**src/rtl/ro_freq_meter.sv**
```systemverilog
// ro_freq_meter: ring-oscillator frequency meter; enables one channel, syncs its divided output, counts rising edges over a gate window
// Ports:
//   clk, rst            system clock, synchronous active-high reset
//   start_i             measurement request (sampled in IDLE only)
//   ch_sel_i            channel to measure, latched on accepted start
//   gate_cycles_i       gate window length in clk cycles, latched on accepted start
//   osc_in_i            divided oscillator outputs, asynchronous to clk
//   ro_en_o             oscillator enables, one-hot or zero
//   busy_o, done_o      activity flag, one-cycle completion pulse
//   count_o, overflow_o edge count and sticky saturation flag
module ro_freq_meter #(
    parameter int N_CH   = 4,
    parameter int GATE_W = 16,
    parameter int CNT_W  = 16,
    parameter int SETTLE = 8
) (
    input  logic                    clk,
    input  logic                    rst,
    input  logic                    start_i,
    input  logic [$clog2(N_CH)-1:0] ch_sel_i,
    input  logic [GATE_W-1:0]       gate_cycles_i,
    input  logic [N_CH-1:0]         osc_in_i,
    output logic [N_CH-1:0]         ro_en_o,
    output logic                    busy_o,
    output logic                    done_o,
    output logic [CNT_W-1:0]        count_o,
    output logic                    overflow_o
);
    localparam int CH_W = $clog2(N_CH);
    localparam int ST_W = $clog2(SETTLE);
    localparam logic [ST_W-1:0] ST_INIT = ST_W'(SETTLE - 1);
    typedef enum logic [1:0] {IDLE, SETL, MEAS, DN} state_t;
    state_t            state_q;
    logic [CH_W-1:0]   ch_q;
    logic [GATE_W-1:0] gate_q;
    logic [ST_W-1:0]   set_q;
    logic              s1_q, s2_q, s3_q;
    logic [CNT_W-1:0]  count_q;
    logic              ovf_q, busy_q, done_q;
    logic [N_CH-1:0]   ro_en_q;
    logic              sync_d, edge_d, accept_d;
    always_comb begin
        sync_d   = osc_in_i[ch_q];
        edge_d   = s2_q & ~s3_q;
        accept_d = start_i && (int'(ch_sel_i) < N_CH);
    end
    always_ff @(posedge clk) begin
        if (rst) begin
            state_q <= IDLE;
            ch_q    <= '0;
            gate_q  <= '0;
            set_q   <= '0;
            s1_q    <= 1'b0;
            s2_q    <= 1'b0;
            s3_q    <= 1'b0;
            count_q <= '0;
            ovf_q   <= 1'b0;
            busy_q  <= 1'b0;
            done_q  <= 1'b0;
            ro_en_q <= '0;
        end else begin
            s1_q <= sync_d;
            s2_q <= s1_q;
            s3_q <= s2_q;
            case (state_q)
                IDLE: if (accept_d) begin
                    count_q <= '0;
                    ovf_q   <= 1'b0;
                    busy_q  <= 1'b1;
                    if (gate_cycles_i != '0) begin
                        ch_q    <= ch_sel_i;
                        gate_q  <= gate_cycles_i;
                        set_q   <= ST_INIT;
                        ro_en_q <= {{(N_CH-1){1'b0}}, 1'b1} << ch_sel_i;
                        state_q <= SETL;
                    end else begin
                        done_q  <= 1'b1;
                        state_q <= DN;
                    end
                end
                // settle delay lets the freshly muxed channel fill s1..s3
                SETL: if (set_q == '0) state_q <= MEAS; else set_q <= set_q - 1'b1;
                MEAS: begin
                    if (edge_d) begin
                        if (&count_q) ovf_q <= 1'b1;
                        else count_q <= count_q + 1'b1;
                    end
                    if (gate_q == GATE_W'(1)) begin
                        ro_en_q <= '0;
                        done_q  <= 1'b1;
                        state_q <= DN;
                    end
                    gate_q <= gate_q - 1'b1;
                end
                DN: begin
                    done_q  <= 1'b0;
                    busy_q  <= 1'b0;
                    state_q <= IDLE;
                end
                default: state_q <= IDLE;
            endcase
        end
    end
    assign ro_en_o    = ro_en_q;
    assign busy_o     = busy_q;
    assign done_o     = done_q;
    assign count_o    = count_q;
    assign overflow_o = ovf_q;
endmodule
```
**config.mk**
```make
export PLATFORM = sky130hd
export DESIGN_NAME = ro_freq_meter
export DESIGN_NICKNAME = d
export VERILOG_FILES = /design/src/rtl/ro_freq_meter.sv
export SDC_FILE = /design/constraint.sdc
export NUM_CORES = 1
export LEC_CHECK = 0
export CAP_MARGIN = 20
export CORE_MARGIN = 4
export CORE_UTILIZATION = 53
export CTS_CLUSTER_SIZE = 14
export DETAILED_ROUTE_END_ITERATION = 6
export PLACE_DENSITY = 0.88
export SKIP_CTS_REPAIR_TIMING = 1
export SYNTH_ARGS = -nofsm -noshare
export SYNTH_HDL_FRONTEND = slang
export SYNTH_SLANG_ARGS = --single-unit
```
**constraint.sdc**
```tcl
create_clock -name clk -period 2.4 [get_ports clk]
set_input_delay 0.72 -clock clk [delete_from_list [all_inputs] [get_ports clk]]
set_output_delay 0.72 -clock clk [all_outputs]
set_load 0.005 [all_outputs]
```
Word level (Yosys, flattened, before mapping)
Cells that the tools add are included.
{ "word_totals": {"in_bits": 25, "reg_bits": 49, "elab_cells": 81, "output_inout_bits": 23} }
{ "classes": {"n_bitwise": 2, "n_lt_le_gt_ge": 1, "add_sub_neg": 3, "n_eq_ne": 13, "n_mux": 32, "shift": 1, "reduce_logical": 17} }
{ "ops": {"columns": ["cell", "count"], "rows": [
  ["2-to-1 mux 16 bit", 5],
  ["case mux 16 bit (2 select lines)", 2],
  ["AND reduction 4 bit", 5],
  ["!= test 2 bit, second input constant", 9],
  ["adder 16 x 1 -> 16 bit, second input constant", 1],
  ["equality test 16 x 1 -> 1 bit, second input constant", 1],
  ["AND reduction 16 bit", 1],
  ["nonzero test 16 bit", 1],
  ["subtractor 16 x 1 -> 16 bit, second input constant", 1],
  ["2-to-1 mux 4 bit", 3],
  ["2-to-1 mux 3 bit", 3],
  ["AND reduction 3 bit", 3],
  ["2-to-1 mux 1 bit", 8],
  ["2-to-1 mux 2 bit", 4],
  ["case mux 2 bit (4 select lines)", 1],
  ["case mux 4 bit (2 select lines)", 1],
  ["case mux 3 bit (2 select lines)", 1],
  ["nonzero test 2 bit", 3],
  ["equality test 2 bit, second input constant", 2],
  ["case mux 1 bit (2 select lines)", 2],
  ["<< shifter 1 x 2 -> 4 bit, first input constant", 1],
  ["zero test 3 bit", 1],
  ["less-than comparator 2 x 3 -> 1 bit, second input constant", 1],
  ["case mux 1 bit (3 select lines)", 1],
  ["other kinds (8)", 8]
]} }

Depth between registers and ports, before layout
{ "logic_depth": {"depth_word": 4, "ltp_mapped": 9, "depth_no_buf": 7} }

Worst setup path after synthesis
No wires, ideal clock.
{ "synth_timing": {"path_type": "input -> register", "start": "input gate_cycles_i[11]", "end": "register gate_q[5]", "setup_time_ns": 0.070, "n_path_buf": 1, "path_slack_ns": 0.317, "t_required_ns": 2.330, "cell_stages": 6, "arrival_time_ns": 2.014, "cell_sequence": "nor4_1 > nand4_1 > o21ai_1 > buf_2 > o21ai_0 > a21oi_1"} }
{ "synth_via": {"elab_chain_cells": 3} }
{ "synth_rtl": {"columns": ["item", "line_no", "rtl"], "rows": [
  ["start, declared", "21", "input logic [GATE_W-1:0] gate_cycles_i,"],
  ["nonzero test 16 bit", "70", "if (gate_cycles_i != '0) begin"],
  ["!= test 2 bit (no source line)", null, null],
  ["AND reduction 3 bit (no source line)", null, null],
  ["end signal, assigned", "72", "gate_q <= gate_cycles_i;"],
  ["end signal, assigned", "93", "gate_q <= gate_q - 1'b1;"],
  ["end, declared", "35", "logic [GATE_W-1:0] gate_q;"]
]} }
Every way passes these cells.
A chain may end at the register's enable or synchronous reset.

Worst setup path in the final report
{ "layout_timing": {"start": "input gate_cycles_i[14]", "end": "register gate_q[13]"} }
The elaborated chain is that of the path after synthesis.

==> flow_metrics.py <==
metrics = {
    "clock_tree": {
        "clockBufferDepth": 2,
        "root_buffer": "clkbuf_8",
        "h-tree-depth": 2,
        "clk_latency_ns": 0.31,
        "cts.clk_slew.worst_paths_ns": 0.09,
        "clkSinkCount": 49,
        "cts_tree": "yes",
        "numCtsBuffers": 5,
    },
    "route": {
        "wirelength_mm": 6.939,
        "first_iter_violations": 144,
        "firstDrtPassIters": 4,
        "vias": 2726,
        "postRouteAntennaNets": 0,
        "detail_route.vias_per_cell": 5.727,
        "drt-wirelength-per-cell_um": 14.58,
        "route.detailed.drc": 0,
    },
    "floorplan": {
        "coreArea_um2": 5140,
        "die-area_um2": 6542,
        "die_y_um": 80.88,
        "row_count": 26,
        "die_width_um": 80.88,
        "start_util_pct": 54.77,
        "io_pins": 48,
    },
    "sta": {
        "fin_skew_ns": 0.003574,
        "slew_headroom_pct": 65.53,
        "period_share_pct": 93.64,
        "hold_viol_final": 0,
        "rsz0062_at_grt": "no",
        "holdWs_ns": 0.4564,
        "finalSetupViolCount": 0,
        "worst_slew_pin_slew_ns": 0.5165,
        "fmax_ghz": 0.4450,
        "finalCriticalPeriod_ns": 2.247,
        "slew_violations": 0,
    },
    "hold_path": {
        "worstHoldPathType": "reg2reg",
        "whs_path_depth": 1,
        "hold_end": "s2_q",
        "hp-start": "s1_q",
    },
    "synthesis": {
        "ys_warn_count": 0,
        "synth.most_common_cell": "dfxtp_1",
        "synthTopCellsByArea": "dfxtp_1 35%, nor2_1 5.6%, a21oi_1 4.3%, ha_1 4.0%, o21ai_0 3.7%",
        "synthArstFlopShare_pct": 0,
        "synth_top_area_share_pct": 34.84,
        "yosys.area.top_type": "dfxtp_1",
        "synth-edff-count": 0,
        "synth_area_um2": 2815,
        "synth-seq-cells": 49,
        "yosysUniqueCellTypes": 59,
        "syn_inst": 344,
        "synth_area_per_cell_um2": 8.184,
        "synth_common_cells": "49 x dfxtp_1, 42 x nor2_1, 24 x a21oi_1, 21 x o21ai_0, 20 x nand2_1",
        "syn_nets": 378,
        "synth_ff_type": "dfxtp_1",
        "synth-seq-area-share_pct": 34.84,
    },
    "worst_setup_path": {
        "critPathKind": "in2reg",
        "cp_data_required_time_ns": 2.64,
        "cp-start-kind": "primary input",
        "cp_max_fo": 7,
        "worstPathArrival_ns": 2.49,
        "reg2regPathDepth": 6,
        "timing.reg2reg.setup_slack_ns": 0.21,
        "crit_path_end_kind": "register",
        "r2r_end": "state_q[0]",
        "r2r-start": "gate_q[0]",
    },
    "power_and_ir_drop": {
        "leakage_uw": 0.001373,
        "peakVddDrop_uv": 403.0,
        "cellPowerDensity_nw_per_um2": 767.2,
    },
    "placement": {
        "hpwl_mm": 5.125,
        "port_buffers": 47,
        "gp_congestion": 0.8465,
        "placed_cell_area_um2": 3491,
    },
    "global_routing": {
        "grt_max_degree": 24,
        "grt_pass1_vias": 2768,
        "antenna_found_initial": 0,
        "grt_pass1_wl_mm": 12.06,
        "grt-ovfl-total": 0,
        "track_usage_pct": 22.80,
    },
    "final_layout": {
        "n_antenna_cell": 0,
        "area_growth_pct": 27.56,
        "multi_input_area_um2": 1704,
        "nets": 439,
        "fill_cells": 437,
        "final_area_um2": 3591,
        "ff_latch_area_um2": 980.9,
        "drive_gt1_share_pct": 11.82,
    },
    "flow_run": {
        "drv_cap": 0,
    },
    "outcome": {
        "status": "complete, no violations",
    },
}
[power breakdown]
group	leakage (uW)	switching [uW]	internal, uW	total [uW]
Combinational	0.000936	675	540	1210
Sequential	0.000400	107	936	1040
Clock	0.0000364	292	205	497
[placed cells by master, fill, tap and decap left out, drive strengths merged, types with 2 or more instances in the layout]
cell type      instances
a21oi                 24
a311oi                 2
a31oi                  6
and2                   4
and3                   9
and4                   4
buf                   26
clkbuf                 5
clkdlybuf4s50         47
clkinvlp               3
dfxtp                 49
ha                     9
inv                   13
mux2                   3
mux2i                  9
nand2                 20
nand2b                12
nand3                 10
nand4                  5
nand4b                 2
nor2                  42
nor2b                 12
nor3                  10
nor4                   6
o2111ai                4
o211ai                 3
o21a                   2
o21ai                 22
o32ai                  2
o41ai                  2
or3                    3
or4                    3
xor2                  12
[sequential cells by signal (all words and copies together) (netlist names)]
register / cells
count_o: 16
s3_q: 1
set_q: 3
gate_q: 16
overflow_o: 1
done_o: 1
s2_q: 1
ch_q: 2
ro_en_o: 4
state_q: 2
busy_o: 1
s1_q: 1
[final cells by class]
cell class | count | share of cell area (%)
Multi-Input combinational cell | 263 | 47.46
Sequential cell | 49 | 27.32
Timing Repair Buffer | 73 | 18.89
Tap cell | 70 | 2.439
Clock buffer | 5 | 1.916
Inverter | 13 | 1.359
Clock inverter | 3 | 0.6272
[metal layers]
metal  GRT usage, %  wire length, um  vias to the layer above
met5              0                0                        -
met4          7.095               64                        0
met3          4.656              392                        7
met2          40.07             3336                       78
met1          27.81             3145                     1285
li1               -                -                     1356
[per-stage QoR]
step,utilization (%),power (uW),setup TNS [ns],std cells,setup WS (ns)
final,69.86,2755,0,476,0.1526
after global routing,69.86,2971,0,476,0.03422
after CTS,69.69,2756,0,476,0.1149
after detailed placement,67.92,2250,-3.875,468,-0.2016
after global placement,67.92,2205,-2.789,468,-0.1616
after floorplan,-,1875,0,344,0.3167
[worst max-delay path by stage]
stage | from | endpoint | slack [ns] | cells after the start
after floorplan | gate_cycles_i[11] | gate_q[5] | 0.32 | 6
after global routing | gate_cycles_i[2] | gate_q[13] | 0.03 | 7
after global placement | gate_cycles_i[2] | gate_q[10] | -0.16 | 7
final | gate_cycles_i[14] | gate_q[13] | 0.15 | 8
after CTS | gate_cycles_i[2] | gate_q[13] | 0.11 | 7
after detailed placement | gate_cycles_i[2] | gate_q[13] | -0.20 | 7
[kinds of logic after synthesis]
kind of cell	after synthesis	synth area share [%]
flip-flops	49	34.84
multiplexers	13	5.200
adder cells (fa/ha/maj)	9	4.000
XOR/XNOR	13	4.044
AND/OR/NAND/NOR	149	28.31
AO/OA/AOI/OAI	79	18.67
buffers and inverters	32	4.933
[worst max-delay path: stages]
cell and delay [ns]:
clkdlybuf4s50_1 0.43, nor4_1 0.32, buf_4 0.18, nand4_1 0.11, o21ai_1 0.26, buf_4 0.20
o21ai_0 0.10, a21oi_1 0.15
Note: power is estimated with default switching activity, not from simulation.
